===== src/rtl/wb_backdoor_arbiter.sv =====
// Two-master round-robin arbiter for the wb_system backdoor Wishbone slave port.
// A grant is held for a whole bus cycle; unanswered strobes end with a one-cycle err pulse.
module wb_backdoor_arbiter #(
  parameter int TIMEOUT_WIDTH  = 8,
  parameter int TIMEOUT_CYCLES = 255
) (
  input  logic        clock,
  input  logic        reset,
  input  logic [31:0] m0_data_i,
  input  logic [31:0] m0_addr_i,
  input  logic        m0_cyc_i,
  input  logic        m0_strobe_i,
  input  logic        m0_we_i,
  output logic [31:0] m0_data_o,
  output logic        m0_ack_o,
  output logic        m0_err_o,
  input  logic [31:0] m1_data_i,
  input  logic [31:0] m1_addr_i,
  input  logic        m1_cyc_i,
  input  logic        m1_strobe_i,
  input  logic        m1_we_i,
  output logic [31:0] m1_data_o,
  output logic        m1_ack_o,
  output logic        m1_err_o,
  output logic [31:0] s_data_o,
  output logic [31:0] s_addr_o,
  output logic        s_cyc_o,
  output logic        s_strobe_o,
  output logic        s_we_o,
  input  logic [31:0] s_data_i,
  input  logic        s_ack_i
);

  typedef enum logic [1:0] {IDLE, GNT0, GNT1} state_t;

  localparam logic [TIMEOUT_WIDTH-1:0] TCNT_LAST = TIMEOUT_WIDTH'(TIMEOUT_CYCLES - 1);

  state_t                   state_reg, state_next;
  logic                     last_gnt_reg, last_gnt_next;
  logic [TIMEOUT_WIDTH-1:0] tcnt_reg, tcnt_next;

  logic [1:0]  cyc, stb, we;
  logic [31:0] addr  [2];
  logic [31:0] wdata [2];
  logic [1:0]  ack, err;
  logic [31:0] rdata [2];

  logic sel, granted, own_cyc, own_stb, live, terminal;

  assign cyc      = {m1_cyc_i, m0_cyc_i};
  assign stb      = {m1_strobe_i, m0_strobe_i};
  assign we       = {m1_we_i, m0_we_i};
  assign addr[0]  = m0_addr_i;
  assign addr[1]  = m1_addr_i;
  assign wdata[0] = m0_data_i;
  assign wdata[1] = m1_data_i;

  // Outputs are forced quiet while reset is high so a mid-cycle reset is seen immediately.
  assign sel      = (state_reg == GNT1);
  assign granted  = (state_reg != IDLE) && !reset;
  assign own_cyc  = cyc[sel];
  assign own_stb  = stb[sel];
  assign live     = granted && own_cyc;
  assign terminal = live && own_stb && !s_ack_i && (tcnt_reg == TCNT_LAST);

  always_comb begin
    state_next    = state_reg;
    last_gnt_next = last_gnt_reg;
    tcnt_next     = '0;
    case (state_reg)
      IDLE: begin
        if (cyc[0] && cyc[1]) state_next = last_gnt_reg ? GNT0 : GNT1;
        else if (cyc[0])      state_next = GNT0;
        else if (cyc[1])      state_next = GNT1;
      end
      GNT0, GNT1: begin
        if (!own_cyc) begin
          state_next    = IDLE;
          last_gnt_next = sel;
        end else if (own_stb && !s_ack_i && (tcnt_reg != TCNT_LAST)) begin
          // The terminal count falls through to zero, so the counter can never wrap.
          tcnt_next = tcnt_reg + 1'b1;
        end
      end
      default: state_next = IDLE;
    endcase
  end

  always_ff @(posedge clock) begin
    if (reset) begin
      state_reg    <= IDLE;
      last_gnt_reg <= 1'b1;
      tcnt_reg     <= '0;
    end else begin
      state_reg    <= state_next;
      last_gnt_reg <= last_gnt_next;
      tcnt_reg     <= tcnt_next;
    end
  end

  assign s_cyc_o    = granted && own_cyc;
  assign s_strobe_o = granted && own_stb;
  assign s_we_o     = granted && we[sel];
  assign s_addr_o   = granted ? addr[sel]  : '0;
  assign s_data_o   = granted ? wdata[sel] : '0;

  generate
    for (genvar gi = 0; gi < 2; gi++) begin : g_resp
      logic mine;
      assign mine      = live && (sel == 1'(gi));
      assign ack[gi]   = mine && s_ack_i;
      assign err[gi]   = terminal && (sel == 1'(gi));
      assign rdata[gi] = mine ? s_data_i : '0;
    end
  endgenerate

  assign m0_ack_o  = ack[0];
  assign m0_err_o  = err[0];
  assign m0_data_o = rdata[0];
  assign m1_ack_o  = ack[1];
  assign m1_err_o  = err[1];
  assign m1_data_o = rdata[1];

endmodule


===== config.mk =====
export PLATFORM = sky130hd
export DESIGN_NAME = wb_backdoor_arbiter
export DESIGN_NICKNAME = d
export VERILOG_FILES = /design/src/rtl/wb_backdoor_arbiter.sv
export SDC_FILE = /design/constraint.sdc
export NUM_CORES = 1
export LEC_CHECK = 0
export ABC_AREA = 1
export BUFFER_PORTS_ARGS = -buffer_cell sky130_fd_sc_hd__buf_4
export CAP_MARGIN = 25
export CORE_AREA = 2 2 117 119
export DETAILED_ROUTE_END_ITERATION = 8
export DIE_AREA = 0 0 119 121
export PLACE_DENSITY = 0.56
export SETUP_SLACK_MARGIN = 0.02
export SYNTH_ARGS = -nofsm -noshare
export SYNTH_HDL_FRONTEND = slang
export SYNTH_SLANG_ARGS = --single-unit

===== constraint.sdc =====
create_clock -name clock -period 2.1 [get_ports clock]
set_clock_uncertainty 0.15 [all_clocks]
set_input_delay 0.42 -clock clock [delete_from_list [all_inputs] [get_ports clock]]
set_output_delay 0.42 -clock clock [all_outputs]
set_load 0.02 [all_outputs]

### After elaboration in Yosys (flattened, before gate mapping)

Index checks and enable logic that the tools add are counted.

| word-level totals | value |
|---|---|
| register bits | 11 |

| operators by class | value |
|---|---|
| reductions and logical operators | 24 |
| muxes and demuxes | 22 |
| eq/ne operators | 6 |
| bitwise gates (word level) | 5 |
| $lt $le $gt $ge | 2 |
| add/sub/neg operators | 1 |

Operator list:

| operator | count |
|---|---|
| $mux 32 | 10 |
| $logic_and 1x1->1 | 16 |
| $mux 2 | 5 |
| $add 8x1->8 const B | 1 |
| $eq 8x8->1 const B | 1 |
| $ne 8x8->1 const B | 1 |
| $mux 1 | 6 |
| $ne 4x4->1 const B | 1 |
| $not 1->1 | 4 |
| $pmux 2 s2 | 1 |
| $reduce_and 2->1 | 2 |
| $reduce_or 4->1 | 1 |
| $eq 2x1->1 const B | 1 |
| $eq 2x2->1 const B | 1 |
| $ge 2x2->1 const B | 1 |
| $logic_not 1->1 | 2 |
| $logic_not 2->1 | 1 |
| $lt 1x2->1 const B | 1 |
| $ne 2x2->1 const B | 1 |
| $not 1->2 | 1 |
| $reduce_bool 2->1 | 1 |
| $reduce_or 2->1 | 1 |

### Longest topological paths before layout

Gate-level depths: netlist of run 1.

| depth | value |
|---|---|
| word-level depth | 8 |
| mapped depth | 9 |

### Worst setup path before layout of run 1

OpenSTA, ideal clock, no wires.

| path | value |
|---|---|
| kind | flip-flop to output port |
| start point | register state_reg[1] |
| end point | output m0_data_o[10] |
| required time | 1530 ps |
| arrival | 1546 ps |
| path slack | -16 ps |
| path buffers | 1 |
| stages on the path, launching flop included | 9 |
| path through | dfxtp_1 inv_1 ha_1 inv_1 nand2_1 nor2_4 nand2_4 buf_6 nor2_1 |

| on the way | value |
|---|---|
| cells in the longest elaborated chain, start to end | 6 |
| elaborated cells between the ends (all ways) | 9 |
| those cells by class | eq/ne: 1; mux: 3; bitwise: 1; reduce/logical: 4 |

RTL lines:

| element | RTL line | source |
|---|---|---|
| start, declared | 38 | `state_t state_reg, state_next;` |
| start signal, assigned | 95 | `state_reg <= state_next;` |
| $eq 2x2->1 | 59 | `assign sel = (state_reg == GNT1);` |
| $mux 1 (implied by the code) (2 in a row) | 61 | `assign own_cyc = cyc[sel];` |
| $logic_and 1x1->1 (*) | -- |  |
| named net s_cyc_o | 27 | `output logic s_cyc_o,` |
| $logic_and 1x1->1 (*) | 110 | `assign mine = live && (sel == 1'(gi));` |
| $mux 32 (*) | 113 | `assign rdata[gi] = mine ? s_data_i : '0;` |
| end, declared | 14 | `output logic [31:0] m0_data_o,` |

Mark *: on every way through the listed nets, which the timed path passes. The rest lies on a longest branch. The select of a mux whose other input is x is not followed.

### Final worst setup path of run 1

| path | value |
|---|---|
| start point | register state_reg[1] |
| end point | output m0_err_o |

| on the way | value |
|---|---|
| cells in the longest elaborated chain, start to end | 8 |
| elaborated cells between the ends (all ways) | 13 |
| those cells by class | eq/ne: 1; mux: 4; bitwise: 1; reduce/logical: 7 |

RTL lines:

| element | RTL line | source |
|---|---|---|
| $eq 2x2->1 | 59 |  |
| $mux 1 (implied by the code) (2 in a row) | 61 |  |
| $logic_and 1x1->1 | 63 | `assign live = granted && own_cyc;` |
| $logic_and 1x1->1 (3 in a row) | 64 | `assign terminal = live && own_stb && !s_ack_i && (tcnt_reg == TCNT_LAST);` |
| $logic_and 1x1->1 (*) | 112 | `assign err[gi] = terminal && (sel == 1'(gi));` |
| end, declared | 16 | `output logic m0_err_o,` |

Mark *: on every way between the ends. The rest lies on a longest branch, timed or not. The select of a mux whose other input is x is not followed.

==> parameters.txt, run 1 <==
Parameter                              Value

STA
  Fmax achieved    0.445 GHz
  Crit share post-route    107%
  Slew Limit Headroom    81.2%
  Setup ws final    -147 ps
  Setup-violating endpoint count in the final report    132
  Setup repair after global routing missed its margin    yes
  Final number of max-transition violations    0
  Final Hold Violating Endpoints    0
  Final critical delay including setup and external delays    between 2000 and 2500 ps
  Transition time at the pin with the least slew margin    ~280 ps

Layout
  Number of flip-flops in the largest register    8
  Storage cell area    ~230 um^2
  Top library cells by usage in the layout, fill and taps aside    sky130_fd_sc_hd__buf_4 (257), sky130_fd_sc_hd__nand2_1 (117), sky130_fd_sc_hd__buf_6 (59)
  Area of the multi-input gates    ~0.0022 mm^2
  Antenna Diode Count    0
  Net count of the finished layout    915
  FILL cells    1307
  Final cell utilization of the core    a little under half
  Fraction of final layout cells sized beyond drive strength 1    66.2%
  Most common cell after layout, fill and taps aside    sky130_fd_sc_hd__buf_4
  Area grow syn2layout    201%

Die
  Die extent in x    119 um
  Top Ports    304
  Std-Cell Core Area    approximately 0.013 mm^2
  DIE AREA    0.0144 mm^2
  Initial Util    15.5%
  Std cell rows    42
  Die height    121 um

Power and ir drop
  Static power due to leakage    0.00314 uW
  Worst ir drop on vdd    0.436 mV
  Power Density    952 mW/mm^2
  Total Power    5810 uW

Yosys
  Syn avg cell area    approximately 4.8 um^2
  FF+latch count, synth    11
  Syn. warnings    0
  Distinct cell type count after synthesis    23
  Share of the yosys chip area belonging to registers    10.9%
  Post-synthesis net count    between 500 and 600
  Number of instances in the synthesized netlist    between 400 and 500
  Cell area after technology mapping    0.00203 mm^2

Setup path
  Worst-case register-to-register setup slack    510 ps
  Crit Path Max Fanout    4
  Class of the most critical setup path    reg -> out
  Startpoint class of the critical path    flip-flop
  CP Cell Sequence    inv_4 -> ha_4 -> inv_4 -> nand2_4 -> nor2_4 -> buf_12 -> buf_6 -> nand3_4 -> nor2_4 -> buf_6
  Kind of capture point of the worst setup path    output pin
  Highest-delay cell along the critical path    sky130_fd_sc_hd__dfxtp_4
  Critical path arrival    1680 ps
  Crit-path max cell delay    390 ps
  Worst endpoint required time    1530 ps

GRT
  First-pass GRT wire length    about 18000 um
  Largest net degree at the start of global routing    67
  Antenna violations before repair    0
  Via count of the first global-routing pass    around 3500
  Remaining global-route overflow    0
  Gr usage total    between 10% and 20%

Drt
  First drt pass iteration count    4
  Final routed DRC violation total    0
  DRT antenna net count    0
  Routed wire length per instance    15.8 um
  Post-Route WL    around 14000 um
  Initial drt markers    134
  Mean number of vias per cell    approximately 4.3
  Via count    3894

Clock network
  Cts bufs inserted    3
  Clk sinks    11
  Buffer levels on the longest clock path    2
  Reg clk slew, reported paths    40 ps
  Cts hold-fix bufs    0
  Clock insertion delay at the later pin of the skew report    ~240 ps
  H-Tree Depth    1
  CTS Root Buffer Type    sky130_fd_sc_hd__clkbuf_16
  Clock tree from TritonCTS    done

Place
  RD Place Congestion    0.734
  IO Port Bufs    303
  Post-DP HPWL    9170 um
  Worst setup slack before clock tree synthesis    -29.1 ps

Hold path
  Classification of the worst-slack hold path    in -> reg

Status
  Violations in the final reports    setup timing
  Run status    complete, but fails checks

Job
  Count of max-cap constraint violations    0
[report_power, final]
part           switching [uW]  leakage [uW]  internal (uW)
sequential               32.4     0.0000902            245
clock                    88.7     0.0000382            254
combinational            2800       0.00301           2400
[worst max-delay path, delay by kind of cell, from the launching register on]
kind | cells | cell delay, ps
buffers and inverters | 5 | 490
DFF | 1 | 390
and+or+nand+nor | 4 | 390
adders and majority gates | 1 | 160
[per-stage QoR]
stage	instances	cell area (um^2)	TNS [ps]	hold slack, ps
2_1_floorplan	419	2030	-964	280
3_3_place_gp	880	4460	-44.7	300
3_5_place_dp	880	4460	-48.3	306
4_1_cts	899	5030	-5890	247
5_1_grt	916	6110	-18440	263
6_report	916	6110	-9070	245
[repair_timing]
item | CTS | global route
cloned | 5 | 13
setup endpoints to repair | 134 | 135
gates resized for setup | 76 | 195
pin swaps | 18 | 28
buffers inserted | 10 | 5
[per-layer routing]
layer	global-route usage (%)	routed length [um]	up-vias
li1	-	-	1927
met1	18.6	5600	1777
met2	29.4	7830	179
met3	2.77	928	11
met4	2.90	108	0
met5	0	0	-
[cells in the mapped netlist]
library cell / n / area share, %
sky130_fd_sc_hd__nand3_1: 5 / 1.2
sky130_fd_sc_hd__nand2_4: 2 / 1.1
sky130_fd_sc_hd__xor2_1: 1 / 0.43
sky130_fd_sc_hd__o21bai_1: 1 / 0.37
sky130_fd_sc_hd__nor2_4: 1 / 0.55
sky130_fd_sc_hd__buf_2: 9 / 2.2
sky130_fd_sc_hd__o21ai_0: 1 / 0.25
sky130_fd_sc_hd__nor2_1: 88 / 16
sky130_fd_sc_hd__and2_1: 1 / 0.31
sky130_fd_sc_hd__o21ai_1: 2 / 0.49
sky130_fd_sc_hd__nand2_1: 153 / 28
sky130_fd_sc_hd__clkbuf_1: 5 / 0.92
sky130_fd_sc_hd__buf_6: 6 / 3.3
sky130_fd_sc_hd__dfxtp_1: 11 / 11
sky130_fd_sc_hd__inv_2: 1 / 0.18
sky130_fd_sc_hd__ha_1: 5 / 3.1
sky130_fd_sc_hd__nand4_1: 1 / 0.31
sky130_fd_sc_hd__xnor2_1: 3 / 1.3
sky130_fd_sc_hd__buf_4: 7 / 2.6
sky130_fd_sc_hd__inv_1: 47 / 8.7
sky130_fd_sc_hd__a21oi_1: 67 / 17
sky130_fd_sc_hd__nand2_2: 1 / 0.31
sky130_fd_sc_hd__nand3b_1: 1 / 0.37
[final timing paths]
| kind | startpoint | to | cells past startpoint |
|---|---|---|---|
| setup / recovery | state_reg[1]$_SDFFE_PP0P_ | m0_err_o | 10 |
| hold reg to reg | last_gnt_reg$_SDFFE_PP1P_ | last_gnt_reg$_SDFFE_PP1P_ | 2 |
| hold / removal | reset | last_gnt_reg$_SDFFE_PP1P_ | 3 |
| setup reg to reg | state_reg[0]$_SDFFE_PP0P_ | tcnt_reg[3]$_SDFF_PP0_ | 9 |
[cell families (layout without fill, tap and decap cells)]
logic type	Yosys count	after routing	share of synthesized area [%]
xor+xnor	4	4	1.73
buf+inv	75	394	17.9
simple gates	253	255	48.8
compound gates	71	71	17.6
fa+ha+maj	5	5	3.08
flops	11	11	10.9
[cell type report]
| class | count | share of cell area, % |
|---|---|---|
| Multi-Input combinational cell | 335 | 36.3 |
| Timing Repair Buffer | 342 | 51.9 |
| Sequential cell | 11 | 3.69 |
| Inverter | 48 | 3.20 |
| Tap cell | 176 | 3.61 |
| Clock buffer | 4 | 1.29 |
No activity file was read; power rests on OpenSTA's default activity.
==> run 2: changes to the inputs <==
--- a/config.mk
+++ b/config.mk
@@ -8,10 +8,11 @@
 export ABC_AREA = 1
 export BUFFER_PORTS_ARGS = -buffer_cell sky130_fd_sc_hd__buf_4
 export CAP_MARGIN = 25
-export CORE_AREA = 2 2 117 119
+export CORE_AREA = 2 2 119 121
+export CTS_BUF_LIST = sky130_fd_sc_hd__clkbuf_8
 export DETAILED_ROUTE_END_ITERATION = 8
-export DIE_AREA = 0 0 119 121
-export PLACE_DENSITY = 0.56
+export DIE_AREA = 0 0 121 123
+export PLACE_DENSITY = 0.55
 export SETUP_SLACK_MARGIN = 0.02
 export SYNTH_ARGS = -nofsm -noshare
 export SYNTH_HDL_FRONTEND = slang
==> parameters.txt, run 2 (synthesized netlist as in run 1, its figures left out) <==
Parameter                              Value

Status
  Run status    complete, but fails checks
  Violations in the final reports    setup timing

Power and ir drop
  Combinational group share of total power    91.7%
  Static power due to leakage    0.00317 uW
  Power Density    914 mW/mm^2
  Sw frac    50.0%
  Sequential cell fraction of total power    under 10%
  Cell Int Power    ~2900 uW
  Worst ir drop on vdd    0.456 mV
  Clock network power share    3.5%
  Reported net switching power    2870 uW

Place
  RD Place Congestion    between 0.7 and 0.8
  IO Port Bufs    303
  Instance area at placement    0.00459 mm^2
  Worst setup slack before clock tree synthesis    -43.8 ps
  Post-DP HPWL    9310 um

Clock network
  Clock insertion delay at the later pin of the skew report    230 ps
  Buffer levels on the longest clock path    2
  H-Tree Depth    1
  Cts hold-fix bufs    0
  Clk sinks    11
  Clock tree from TritonCTS    done
  CTS Root Buffer Type    sky130_fd_sc_hd__clkbuf_8
  Cts bufs inserted    3
  Reg clk slew, reported paths    50 ps

Drt
  Via count    4021
  Final routed DRC violation total    0
  Mean number of vias per cell    4.24
  Initial drt markers    138
  DRT antenna net count    0
  Post-Route WL    14700 um
  Routed wire length per instance    15.5 um
  First drt pass iteration count    4

GRT
  Antenna violations before repair    0
  Gr usage total    16.3%
  Via count of the first global-routing pass    between 3000 and 4000
  First-pass GRT wire length    19200 um
  Remaining global-route overflow    0
  Largest net degree at the start of global routing    24

STA
  Final critical delay including setup and external delays    roughly 2300 ps
  Slew Limit Headroom    81.7%
  Setup ws final    -221 ps
  Fmax achieved    0.431 GHz
  Setup repair after global routing missed its margin    yes
  Crit share post-route    111%
  Setup-violating endpoint count in the final report    144
  Final number of max-transition violations    0
  Transition time at the pin with the least slew margin    approximately 270 ps
  Final Hold Violating Endpoints    0
  Worst hold margin    between 200 and 300 ps
  Setup TNS Final    -21850 ps

Die
  Std-Cell Core Area    0.0136 mm^2
  DIE AREA    0.0149 mm^2
  Die extent in x    between 100 and 150 um
  Top Ports    304
  Initial Util    14.9%
  Std cell rows    43
  Die height    123 um

Layout
  Number of flip-flops in the largest register    8
  Antenna Diode Count    0
  Top library cells by usage in the layout, fill and taps aside    sky130_fd_sc_hd__buf_4 (263), sky130_fd_sc_hd__nand2_1 (108), sky130_fd_sc_hd__buf_6 (83)
  Fraction of final layout cells sized beyond drive strength 1    roughly two thirds
  Net count of the finished layout    943
  Post-Layout Inst Area    0.00628 mm^2
  FILL cells    around 1300
  Area grow syn2layout    210%
  Final cell utilization of the core    a little under half
  Most common cell after layout, fill and taps aside    sky130_fd_sc_hd__buf_4

Setup path
  Worst endpoint required time    1530 ps
  Kind of capture point of the worst setup path    output pin
  Bufs and invs on worst path    5
  Crit-path max cell delay    380 ps
  Class of the most critical setup path    reg -> out
  Crit Path Max Fanout    8
  Critical path arrival    between 1500 and 2000 ps
  Gate family responsible for the most delay along the worst path    buffers and inverters
  Highest-delay cell along the critical path    sky130_fd_sc_hd__dfxtp_4
  CP Cell Sequence    inv_4 -> ha_4 -> inv_4 -> nand2_4 -> nor2_4 -> buf_6 -> buf_12 -> nand2_8 -> nor2_4 -> buf_6
  Startpoint class of the critical path    flip-flop

Hold path
  Classification of the worst-slack hold path    in -> reg

Job
  Count of max-cap constraint violations    0
[run 2: what timing repair did]
item,4_1_cts,5_1_grt
endpoints found under the hold margin,0,0
pin swaps,16,29
buffers inserted,24,5
endpoints found under the setup margin,135,145
cloned,12,5
gates resized for setup,140,159
[run 2: power by group through the flow]
stage	sequential (uW)	clock (uW)	combinational, uW
after detailed placement	254	0	3190
final	274	202	5270
after CTS	271	214	4480
after floorplan	251	0	1780
after global routing	277	228	5580
after global placement	254	0	3230
[run 2: worst register-to-register path: stages (launching register included)]
cell	delay [ps]
sky130_fd_sc_hd__dfxtp_2	330
sky130_fd_sc_hd__inv_4	50
sky130_fd_sc_hd__ha_4	170
sky130_fd_sc_hd__inv_2	60
sky130_fd_sc_hd__nand2_4	60
sky130_fd_sc_hd__buf_4	130
sky130_fd_sc_hd__buf_4	120
sky130_fd_sc_hd__buf_4	120
sky130_fd_sc_hd__buf_4	120
sky130_fd_sc_hd__buf_4	110
sky130_fd_sc_hd__buf_4	120
sky130_fd_sc_hd__buf_4	120
sky130_fd_sc_hd__buf_4	120
sky130_fd_sc_hd__nand3_2	90
sky130_fd_sc_hd__nor2_1	60
sky130_fd_sc_hd__nand2_2	160
sky130_fd_sc_hd__nor2_1	60
[run 2: layout make-up]
| class | instances | area, um^2 | area share, % |
|---|---|---|---|
| multi-input combinational | 338 | 2210 | 35.1 |
| tap | 180 | 225 | 3.58 |
| clock inverter | 1 | 3.75 | 0.0597 |
| sequential | 11 | 225 | 3.58 |
| clock buffer | 3 | 41.3 | 0.657 |
| timing repair buffer | 367 | 3380 | 53.8 |
| inverter | 48 | 200 | 3.19 |
[run 2: worst paths after layout]
check	start	endpoint	slack, ps	depth (start not counted)
worst max-delay path	state_reg[1]$_SDFFE_PP0P_	m1_data_o[18]	-220	10
worst min-delay path	reset	last_gnt_reg$_SDFFE_PP1P_	260	3
worst max register to register	state_reg[0]$_SDFFE_PP0P_	tcnt_reg[1]$_SDFF_PP0_	-170	16
worst min register to register	tcnt_reg[0]$_SDFF_PP0_	tcnt_reg[0]$_SDFF_PP0_	310	1
[run 2: per-layer routing]
metal  share of wire (%)  track usage, %  wire [um]
met3                 7.4            2.81       1090
met2                  55            31.8       8010
met4                 1.2            2.18        176
met5                   0               0          0
met1                  37            18.8       5390
[run 2: through the flow]
step,instances,total power (uW)
2_1_floorplan,419,2030
3_3_place_gp,899,3480
3_5_place_dp,899,3450
4_1_cts,939,4960
5_1_grt,948,6090
6_report,948,5740
==> run 3: changes to the inputs <==
--- a/config.mk
+++ b/config.mk
@@ -8,10 +8,10 @@
 export ABC_AREA = 1
 export BUFFER_PORTS_ARGS = -buffer_cell sky130_fd_sc_hd__buf_4
 export CAP_MARGIN = 25
-export CORE_AREA = 2 2 119 121
+export CORE_AREA = 2 2 118 120
 export CTS_BUF_LIST = sky130_fd_sc_hd__clkbuf_8
 export DETAILED_ROUTE_END_ITERATION = 8
-export DIE_AREA = 0 0 121 123
+export DIE_AREA = 0 0 120 122
 export PLACE_DENSITY = 0.55
 export SETUP_SLACK_MARGIN = 0.02
 export SYNTH_ARGS = -nofsm -noshare
==> parameters.txt, run 3 (synthesized netlist as in run 1, its figures left out) <==
Parameter                              Value

Status
  Run status    complete, but fails checks
  Violations in the final reports    setup timing

STA
  Setup repair after global routing missed its margin    yes
  Slew Limit Headroom    81.2%
  Setup-violating endpoint count in the final report    134
  Setup ws final    -196 ps
  Final number of max-transition violations    0
  Transition time at the pin with the least slew margin    between 200 and 300 ps
  Final Hold Violating Endpoints    0
  Crit share post-route    109%
  Fmax achieved    0.436 GHz
  Final critical delay including setup and external delays    2300 ps

GRT
  Global-route track usage on met3    2.48%
  Largest net degree at the start of global routing    42
  Met2 demand-to-capacity share in global routing    27.4%
  First-pass GRT wire length    around 17000 um
  Via count of the first global-routing pass    about 3300
  Antenna violations before repair    0
  Busiest layer in global routing    met2
  Grt met1 use    17.6%
  Remaining global-route overflow    0
  Gr usage total    14.5%

Hold path
  Hold path startpoint    tcnt_reg[0]$_SDFF_PP0_
  Classification of the worst-slack hold path    reg -> reg

Setup path
  Startpoint class of the critical path    flip-flop
  Crit-path max cell delay    330 ps
  Crit Path Max Fanout    8
  Worst setup path startpoint    state_reg[0]$_SDFFE_PP0P_
  Startpoint of the worst-slack reg-to-reg timing path    state_reg[0]$_SDFFE_PP0P_
  Bufs and invs on worst path    6
  Critical path arrival    1730 ps
  CP Cell Sequence    inv_4 -> buf_12 -> ha_4 -> inv_8 -> buf_8 -> nand2_8 -> clkbuf_16 -> nor2_2 -> buf_4
  Highest-delay cell along the critical path    sky130_fd_sc_hd__dfxtp_2
  Kind of capture point of the worst setup path    output pin
  Gate family responsible for the most delay along the worst path    buffers and inverters
  Worst endpoint required time    approximately 1500 ps
  Class of the most critical setup path    reg -> out

Layout
  Fraction of final layout cells sized beyond drive strength 1    between 60% and 70%
  Top library cells by usage in the layout, fill and taps aside    sky130_fd_sc_hd__buf_4 (256), sky130_fd_sc_hd__nand2_1 (144), sky130_fd_sc_hd__buf_6 (66)
  Post-Layout Inst Area    around 0.0059 mm^2
  Net count of the finished layout    between 900 and 1000
  Post-Layout Cell Count    921
  Most common cell after layout, fill and taps aside    sky130_fd_sc_hd__buf_4
  Antenna Diode Count    0
  Area grow syn2layout    189%
  Number of flip-flops in the largest register    8

Drt
  First drt pass iteration count    6
  DRT antenna net count    0
  Via count    3857
  Mean number of vias per cell    4.19
  Final routed DRC violation total    0
  Post-Route WL    13300 um
  Initial drt markers    127
  Routed wire length per instance    14.5 um

Clock network
  Clock tree from TritonCTS    done
  CTS Root Buffer Type    sky130_fd_sc_hd__clkbuf_8
  H-Tree Depth    1
  Cts bufs inserted    3
  Reg clk slew, reported paths    50 ps
  Clock insertion delay at the later pin of the skew report    between 200 and 250 ps
  Clk sinks    11
  Buffer levels on the longest clock path    2

Place
  IO Port Bufs    303
  RD Place Congestion    0.807
  Worst setup slack before clock tree synthesis    -8.92 ps
  Cell count after placement    approximately 900
  Post-DP HPWL    9140 um
  Instance area at placement    0.00457 mm^2

Power and ir drop
  Static power due to leakage    0.00296 uW
  Power Density    834 mW/mm^2
  Worst ir drop on vdd    0.283 mV

Die
  Die height    122 um
  Std-Cell Core Area    0.0135 mm^2
  Die extent in x    ~120 um
  Initial Util    15.0%
  DIE AREA    around 0.015 mm^2
  Std cell rows    between 40 and 50
  Top Ports    around 300

Job
  Count of max-cap constraint violations    0
-- run 3: layout make-up --
cell class	instances	area (um^2)
fill	1385	7650
timing repair buffer	345	3180
multi-input combinational	333	1990
sequential	11	225
tap	180	225
inverter	48	190
clock buffer	3	41.3
clock inverter	1	3.75
-- run 3: layer usage --
layer | vias to the layer above | share of wire (%)
met1 | 1754 | 40
met2 | 178 | 53
met4 | 0 | 0.70
met5 | - | 0
met3 | 6 | 6.7
li1 | 1919 | -
-- run 3: path summary, 6_finish.rpt --
path                             to  slack [ps]  depth (start not counted)
min reg2reg  tcnt_reg[0]$_SDFF_PP0_         310                          1
max                   m0_data_o[13]        -200                          9
max reg2reg  tcnt_reg[2]$_SDFF_PP0_         530                          9
min          tcnt_reg[0]$_SDFF_PP0_         310                          1
-- run 3: power by group --
group / switching [uW] / internal [uW] / total, uW / leakage (uW)
Clock: 74.7 / 128 / 203 / 0.0000269
Combinational: 2380 / 2040 / 4420 / 0.00284
Sequential: 23.4 / 244 / 267 / 0.0000902
Total: 2480 / 2410 / 4890 / 0.00296
-- run 3: what timing repair did --
action / CTS / global route
pin swaps: 8 / 11
resized for setup: 128 / 108
setup buffers: 7 / 6
hold buffers: 0 / 0
hold endpoints to repair: 0 / 0
endpoints found under the setup margin: 135 / 135
gates cloned: 4 / 8
-- run 3: stage by stage --
step	total power [uW]	setup TNS [ps]	hold WS (ps)	util (%)
after CTS	4310	-15410	319	38.8
after global routing	5200	-26000	345	43.4
after global placement	3420	0	295	33.9
after detailed placement	3400	-16.5	306	33.9
after floorplan	2030	-964	280	-
final	4890	-13880	312	43.4
